### src/rtl/arbitro_memoria_pkg.sv
// Shared types and constants for the two-requester Memoria arbiter.
// Holds the FSM state encoding, requester indices and the latency-counter load helper.
package arb_mem_pkg;

    typedef enum logic [1:0] {
        IDLE   = 2'd0,
        ACCESS = 2'd1,
        WAIT   = 2'd2,
        RESP   = 2'd3
    } arb_state_t;

    localparam logic REQ_CPU = 1'b0;
    localparam logic REQ_AUX = 1'b1;
    localparam int   MAX_LAT = 7;
    localparam int   CNT_W   = 3;

    // Counter preload for a given read latency, clamped into the legal 1..MAX_LAT range.
    function automatic logic [CNT_W-1:0] lat_load(input int lat);
        if (lat < 1) begin
            return {CNT_W{1'b0}};
        end else if (lat > MAX_LAT) begin
            return CNT_W'(MAX_LAT - 1);
        end else begin
            return CNT_W'(lat - 1);
        end
    endfunction

endpackage

### src/rtl/arbitro_memoria_rr_sel.sv
// Combinational round-robin picker for two requesters.
// On a tie the requester that did not own the memory last time wins.
module arb_rr_sel
    import arb_mem_pkg::*;
(
    input  logic i_req0,
    input  logic i_req1,
    input  logic i_last,
    output logic o_owner,
    output logic o_any
);

    // Owner selection: single requester wins outright, a tie goes to the non-last owner.
    always_comb begin
        o_owner = REQ_CPU;
        o_any   = i_req0 | i_req1;
        if (i_req0 && i_req1) begin
            o_owner = ~i_last;
        end else if (i_req1) begin
            o_owner = REQ_AUX;
        end else begin
            o_owner = REQ_CPU;
        end
    end

endmodule

### src/rtl/arbitro_memoria.sv
// Arbiter/sequencer sharing the single-port Memoria between the CPU and an auxiliary master.
// Latches the winner's access, waits out the read latency and returns a one-cycle ack.
module arbitro_memoria
    import arb_mem_pkg::*;
#(
    parameter int ADDR_W  = 32,
    parameter int DATA_W  = 32,
    parameter int MEM_LAT = 1
)
(
    input  logic              Clk,
    input  logic              Reset,
    input  logic              req0,
    input  logic              wr0,
    input  logic [ADDR_W-1:0] addr0,
    input  logic [DATA_W-1:0] wdata0,
    output logic              ack0,
    input  logic              req1,
    input  logic              wr1,
    input  logic [ADDR_W-1:0] addr1,
    input  logic [DATA_W-1:0] wdata1,
    output logic              ack1,
    output logic [DATA_W-1:0] rdata,
    output logic              gnt,
    output logic              busy,
    output logic [ADDR_W-1:0] mem_addr,
    output logic              mem_wr,
    output logic [DATA_W-1:0] mem_din,
    input  logic [DATA_W-1:0] mem_dout
);

    localparam logic [CNT_W-1:0] LAT_LOAD = lat_load(MEM_LAT);

    arb_state_t        r_state;
    logic [CNT_W-1:0]  r_cnt;
    logic              r_ack0;
    logic              r_ack1;
    logic              r_gnt;
    logic              r_busy;
    logic              r_mem_wr;
    logic [ADDR_W-1:0] r_mem_addr;
    logic [DATA_W-1:0] r_mem_din;
    logic [DATA_W-1:0] r_rdata;
    logic              w_owner;
    logic              w_any;

    arb_rr_sel u_sel (
        .i_req0  (req0),
        .i_req1  (req1),
        .i_last  (r_gnt),
        .o_owner (w_owner),
        .o_any   (w_any)
    );

    assign ack0     = r_ack0;
    assign ack1     = r_ack1;
    assign gnt      = r_gnt;
    assign busy     = r_busy;
    assign mem_wr   = r_mem_wr;
    assign mem_addr = r_mem_addr;
    assign mem_din  = r_mem_din;
    assign rdata    = r_rdata;

    // Access sequencer: grant, drive the memory, wait the read latency, acknowledge.
    always_ff @(posedge Clk or negedge Reset) begin
        if (!Reset) begin
            r_state    <= IDLE;
            r_cnt      <= {CNT_W{1'b0}};
            r_ack0     <= 1'b0;
            r_ack1     <= 1'b0;
            r_gnt      <= REQ_AUX;
            r_busy     <= 1'b0;
            r_mem_wr   <= 1'b0;
            r_mem_addr <= {ADDR_W{1'b0}};
            r_mem_din  <= {DATA_W{1'b0}};
            r_rdata    <= {DATA_W{1'b0}};
        end else begin
            case (r_state)
                IDLE: begin
                    r_ack0 <= 1'b0;
                    r_ack1 <= 1'b0;
                    if (w_any) begin
                        r_state    <= ACCESS;
                        r_busy     <= 1'b1;
                        r_gnt      <= w_owner;
                        r_mem_wr   <= (w_owner == REQ_AUX) ? wr1    : wr0;
                        r_mem_addr <= (w_owner == REQ_AUX) ? addr1  : addr0;
                        r_mem_din  <= (w_owner == REQ_AUX) ? wdata1 : wdata0;
                    end else begin
                        r_busy   <= 1'b0;
                        r_mem_wr <= 1'b0;
                    end
                end
                ACCESS: begin
                    r_mem_wr <= 1'b0;
                    if (r_mem_wr) begin
                        r_state <= RESP;
                        r_ack0  <= (r_gnt == REQ_CPU);
                        r_ack1  <= (r_gnt == REQ_AUX);
                    end else begin
                        r_cnt   <= LAT_LOAD;
                        r_state <= WAIT;
                    end
                end
                WAIT: begin
                    r_mem_wr <= 1'b0;
                    if (r_cnt == {CNT_W{1'b0}}) begin
                        r_rdata <= mem_dout;
                        r_state <= RESP;
                        r_ack0  <= (r_gnt == REQ_CPU);
                        r_ack1  <= (r_gnt == REQ_AUX);
                    end else begin
                        r_cnt <= r_cnt - {{(CNT_W-1){1'b0}}, 1'b1};
                    end
                end
                RESP: begin
                    r_ack0   <= 1'b0;
                    r_ack1   <= 1'b0;
                    r_mem_wr <= 1'b0;
                    r_busy   <= 1'b0;
                    r_state  <= IDLE;
                end
                default: begin
                    r_ack0   <= 1'b0;
                    r_ack1   <= 1'b0;
                    r_mem_wr <= 1'b0;
                    r_busy   <= 1'b0;
                    r_state  <= IDLE;
                end
            endcase
        end
    end

endmodule

### config.mk
export PLATFORM = sky130hd
export DESIGN_NAME = arbitro_memoria
export DESIGN_NICKNAME = d
export VERILOG_FILES = /design/src/rtl/arbitro_memoria_pkg.sv /design/src/rtl/arbitro_memoria_rr_sel.sv /design/src/rtl/arbitro_memoria.sv
export SDC_FILE = /design/constraint.sdc
export NUM_CORES = 1
export LEC_CHECK = 0
export BUFFER_PORTS_ARGS = -buffer_cell sky130_fd_sc_hd__buf_2
export CAP_MARGIN = 0
export CORE_UTILIZATION = 44
export DETAILED_ROUTE_END_ITERATION = 10
export PLACE_DENSITY = 0.79
export REMOVE_ABC_BUFFERS = 1
export SETUP_SLACK_MARGIN = 0.05
export SKIP_CTS_REPAIR_TIMING = 1
export SLEW_MARGIN = 10
export SYNTH_ARGS = -nofsm -noshare
export SYNTH_HDL_FRONTEND = slang
export SYNTH_SLANG_ARGS = --single-unit
### constraint.sdc
create_clock -name Clk -period 1.9 [get_ports Clk]
set_clock_uncertainty 0.2 [all_clocks]
set_input_delay 0.38 -clock Clk [delete_from_list [all_inputs] [get_ports Clk]]
set_output_delay 0.38 -clock Clk [all_outputs]
set_load 0.02 [all_outputs]
* After elaboration in Yosys (flattened, before gate mapping)
Index checks and enable logic that the tools add are counted.
** Storage, ports and cells
- Bits of input ports :: 166
- Logic and storage cells :: 55
- Register bits :: 106
- Output and inout bits :: 101
** Cells by class
- Reductions and logical operators :: 12
- Muxes and demuxes :: 22
- Equal/unequal tests :: 8
- Add/subtract/negate cells :: 1
- Bitwise operators :: 2
** Operators by type and width (number)
- 32-bit 2-to-1 mux :: 2
- 1-bit 2-to-1 mux :: 10
- 2-bit != test, second input constant :: 4
- 2-bit one-hot mux with 4 select lines :: 1
- 2-bit AND reduction :: 4
- 3-bit 2-to-1 mux :: 2
- 1-bit one-hot mux with 3 select lines :: 2
- 3-bit one-hot mux with 2 select lines :: 1
- 2-bit equality test, second input constant :: 2
- 2-bit 2-to-1 mux :: 2
- 1-bit one-hot mux with 2 select lines :: 2
- 2-bit nonzero test :: 2
- 3-bit zero test :: 1
- 3-bit AND reduction :: 1
- 3-bit OR reduction :: 1
- 3-bit by 1-bit subtractor with 3-bit output, second input constant :: 1
- 2-bit by 1-bit equality test with 1-bit output, second input constant :: 1
- 2-bit zero test :: 1
- 2-bit by 1-bit != test with 1-bit output, second input constant :: 1
- 2-bit OR reduction :: 1
- 1-bit logical AND :: 1
- 1-bit inverter :: 1
- 1-bit OR :: 1

* Logic depth before layout (Yosys ltp)
- Word-level depth :: 5
- Gate-level depth with buffers :: 7
- Depth with buffers taken out :: 5

* Hierarchy
From an unflattened synthesis, not the netlist that was laid out.
** Unflattened totals
- Cell total of the unflattened synthesis :: 411
- Area total of the unflattened synthesis :: 4883.4 µm²
** By module, submodules not included
- arbitro_memoria :: times used 1, cells each 409, area each 4869.7 µm²
- arb_rr_sel :: times used 1, cells each 2, area each 13.8 µm²

* Least setup slack after synthesis
No wires, ideal clock.
- Path type :: register to register
- Start :: reg r_state[0]
- End :: reg r_ack0 (netlist: ack0)
- Cell stages (with the launch flop) :: 6
- Setup slack :: 0.163 ns
- Library setup time :: 0.125 ns
- Data arrival time :: 1.413 ns
- Cells stage by stage :: dfrtp_1 -> inv_1 -> ha_1 -> buf_2 -> a21oi_1 -> mux2_2
** Between the ends
- Word-level cells in the longest chain between the ends :: 3
** Ends and longest elaborated chain
- from (decl) :: line arbitro_memoria.sv:34 : arb_state_t r_state;
- from (signal assigned) :: line arbitro_memoria.sv:67 : r_state <= IDLE;
- from (signal assigned) :: line arbitro_memoria.sv:83 : r_state <= ACCESS;
- from (signal assigned) :: line arbitro_memoria.sv:97 : r_state <= RESP;
- 2-bit equality test, or another cell as far along :: line arbitro_memoria.sv:78 : case (r_state)
- 2-bit OR reduction (no line) or 2-bit != test (tied branches)
- 1-bit one-hot mux with 3 select lines or 2-bit AND reduction (tied branches)
- to (signal assigned) :: line arbitro_memoria.sv:98 : r_ack0 <= (r_gnt == REQ_CPU);
- to (signal assigned) :: line arbitro_memoria.sv:110 : r_ack0 <= (r_gnt == REQ_CPU);
- to (decl) :: line arbitro_memoria.sv:36 : logic r_ack0;
Several ways; a longest one is shown, not always the timed one.
A chain may end at the register's enable or synchronous reset.

* Worst setup path after layout
- Start :: reg r_cnt[0]
- End :: reg r_ack0 (netlist: ack0)
** Between the ends
- Word-level cells in the longest chain between the ends :: 3
** Ends and longest elaborated chain
- from (decl) :: line arbitro_memoria.sv:35 : logic [CNT_W-1:0] r_cnt;
- from (signal assigned) :: line arbitro_memoria.sv:68 : r_cnt <= {CNT_W{1'b0}};
- from (signal assigned) :: line arbitro_memoria.sv:113 : r_cnt <= r_cnt - {{(CNT_W-1){1'b0}}, 1'b1};
- 3-bit zero test :: line arbitro_memoria.sv:107 : if (r_cnt == {CNT_W{1'b0}}) begin
- 2-bit != test (no line)
- 2-bit AND reduction (no line)
Every way passes these cells.

==> metrics list <==
- Synth-to-Final Area Change: 36.96%
- Vias in the first global route: 4460
* Mapped Cells: 477
- Post-Synthesis Cell Area: 0.004756 mm2
- For the pin with the worst max-slew slack, the measured transition is 0.3907 ns.
* Routed WL: 13.69 mm
- Register-to-register path setup slack: 0.09 ns
- The Yosys step of the flow raised 0 warnings.
* Count of filler cells inserted in the layout: 858
* Depth of the worst register-to-register path: 5
- After detailed routing, the number of vias per cell comes to 5.174.
* Pre-CTS setup slack: -0.02945 ns
* First-pass iteration count of the detailed router: 4
* Normalized max-slew margin: 0.7395
* Detailed-routed wire length on met2: 7.052 mm
- For this configuration, the core starts out at a cell density of 0.4566.
- Launch instance of the worst register-to-register path: r_cnt[0]$_DFFE_PN0P_
- In this run the remaining antenna-violating nets after routing total 0.
- The initialized floorplan defines 37 standard-cell rows.
- For this run, the leading register cell type out of synthesis is sky130_fd_sc_hd__dfrtp_1.
- Deepest level of the CTS H-tree: 3
- FMAX: 553.2 MHz
* Area of the multi-input gates: 0.001893 mm2
* Sequential area share after synthesis: 0.5580
* Number of cells in the finished layout apart from fillers: 878
- A synthesized cell averages 9.970 um2.
* Worst setup path startpoint: r_cnt[0]$_DFFE_PN0P_
- In the detailed route, the total length drawn on met3 is 908 um.
- P_leak: 3.221 nW
* Register area: 0.002656 mm2
* Launch point of the worst hold path: mem_dout[17]
* Hold Worst Slack: 0.02385 ns
* Detailed Route Iter0 Violations: 278
* Endpoint of the most critical register-to-register path: ack0$_DFFE_PN0P_
- Of the available clock period, the critical path in the final layout requires 0.9514.
* Remaining global-route overflow: 0
- The critical path in this run is classified as reg -> reg.
* Die height: 106.0 um
* Share of post-route cells with drive strength above 1: 0.4353
* Hold/Removal Path Class: in -> reg
- The repair_antennas step left the layout with diodes totalling 0.
* Post-CTS clock slew at the launch and capture registers of the worst setup and hold paths: 0.11 ns
- The worst setup path is launched from a flip-flop.
* Half-perimeter wire length after placement: 9.954 mm
- The floorplan step defined a die boundary enclosing 0.01123 mm2.
* Setup-violating endpoint count in the final report: 0
* Post-layout worst setup margin: 0.09242 ns
- Final sum of negative setup slack: 0 ns
- Number of flops mapped to enable cells by yosys: 0
- For the worst setup path, the data arrival time is 1.87 ns.
- Total routed wire length on the met1 layer: 5.321 mm
* Max-Cap Viols: 0
* Nature of the critical path endpoint: flip-flop
- Placeable core region: 0.01042 mm2
* Clock latency of the later-clocked register in the worst-skew pair: 0.36 ns
- Die X-Extent: 106.0 um
* Clock tree from TritonCTS: done
- Total GRT Usage: 0.2371
- Dividing total power by cell area gives a power density of 1701 mW/mm2.
* Number of buffer cells added on primary ports: 266
- Layout Cell Area excl Fill: 0.006514 mm2
* Total power: 11.08 mW
* DR DRC count: 0
* Hold Vio Cnt, Final: 0
- The tree is rooted in a sky130_fd_sc_hd__clkbuf_8.
* Top layer in use: met4
* Worst setup endpoint: ack0$_DFFE_PN0P_
- Setup repair after global routing could not meet its margin everywhere.
- Maximum fanout along the worst path: 6
* Final number of max-transition violations: 0
- Once placement completed, the tool counted placed cells totaling 857.
- For the worst setup path, the data required time is 1.96 ns.
- For this run, the share of the core covered by cells in the final layout is 0.6253.
- At the end of routability-driven placement, the weighted congestion stood at 0.7915.
- Minimum clock period after layout: 1.808 ns
- The number of antenna violations at the first check in global routing came to 0.
- Count of state elements after synthesis: 106
- The final layout contains 910 nets.
- Post-synth ARST share: 1.000
- Status: completed
* Total via count in the routed design: 4543
- In the final routed layout, each cell accounts on average for 15.59 um.
- For this design, the sink count on the clock tree is 106.
- Total clock buffers created by CTS: 9
- No sink is reached through more buffers than the 2 on the longest clock path.
- 267 I/O pins were placed.
- Pin count of the biggest net entering global routing: 73
- In this run, distinct cell masters in the synthesized netlist total 34.
- Across the VDD grid, the largest voltage drop is 0.8656 mV.
- Wire length of the first global-routing pass: 20.91 mm
* Placed inst area: 0.006197 mm2
==> state kept, by name, summed over array words and instances (netlist names) <==
name	cells
mem_wr	1
busy	1
r_state	2
r_cnt	3
rdata	32
mem_addr	32
mem_din	32
gnt	1
ack0	1
ack1	1
==> critical path: stages (launching register included) <==
cell and delay (ns):
sky130_fd_sc_hd__dfrtp_1 0.42, sky130_fd_sc_hd__inv_1 0.12, sky130_fd_sc_hd__ha_2 0.25, sky130_fd_sc_hd__nand2b_2 0.14, sky130_fd_sc_hd__a21oi_2 0.23, sky130_fd_sc_hd__mux2_2 0.35
==> cell families (layout without fill, tap and decap cells) <==
| logic type | count (synthesis) | in the layout | synth area share |
|---|---|---|---|
| simple gates | 211 | 211 | 0.1757 |
| flops | 106 | 106 | 0.5580 |
| compound gates | 81 | 81 | 0.1108 |
| buf+inv | 37 | 302 | 0.05446 |
| mux | 35 | 35 | 0.08261 |
| fa+ha+maj | 7 | 7 | 0.01842 |
==> cell usage in the layout (no fill, tap or decap), drive strengths merged, types with 7 or more instances in the layout <==
master  instances
buf           278
clkbuf         12
nand2         134
dfrtp         105
inv             7
mux2           34
a31oi          65
nor2           66
ha              7
==> per-layer routing <==
metal | vias to the layer above | GRT usage
li1 | 2133 | -
met1 | 2169 | 0.2653
met2 | 209 | 0.4309
met3 | 32 | 0.05825
met4 | 0 | 0.09524
met5 | - | 0
==> layout make-up <==
| class | count | share of cell area |
|---|---|---|
| flip-flops and latches | 106 | 0.4078 |
| multi-input cells | 334 | 0.2906 |
| repair buffers | 281 | 0.2436 |
| well taps | 136 | 0.02612 |
| clock buffers | 10 | 0.02113 |
| clock inverters | 6 | 0.007491 |
| inverters | 5 | 0.003265 |
==> power breakdown <==
group / switching [mW] / internal (mW) / total (mW)
registers: 0.616 / 3.39 / 4.00
clock network: 0.803 / 0.527 / 1.33
logic: 3.49 / 2.25 / 5.75
total: 4.91 / 6.17 / 11.1
==> synthesized netlist by cell type, drive strengths merged (2+ instances only) <==
master / count / area share
a21oi: 2 / 0.0021
a31oi: 65 / 0.086
buf: 32 / 0.051
dfrtp: 105 / 0.55
ha: 7 / 0.018
inv: 5 / 0.0039
mux2: 34 / 0.081
nand2: 134 / 0.11
nand2b: 2 / 0.0026
nor2: 66 / 0.052
nor2b: 3 / 0.0039
o211ai: 2 / 0.0032
o21ai: 3 / 0.0032
==> how the worst min path moves through the flow <==
stage | endpoint | cells after the start
3_5_place_dp | mem_addr[0]$_DFFE_PN0P_ | 1
6_report | rdata[17]$_DFFE_PN0P_ | 2
4_1_cts | mem_addr[0]$_DFFE_PN0P_ | 1
2_1_floorplan | ack0$_DFFE_PN0P_ | 0
5_1_grt | rdata[5]$_DFFE_PN0P_ | 2
3_3_place_gp | mem_addr[0]$_DFFE_PN0P_ | 1
(Power assumes the default switching activity.)
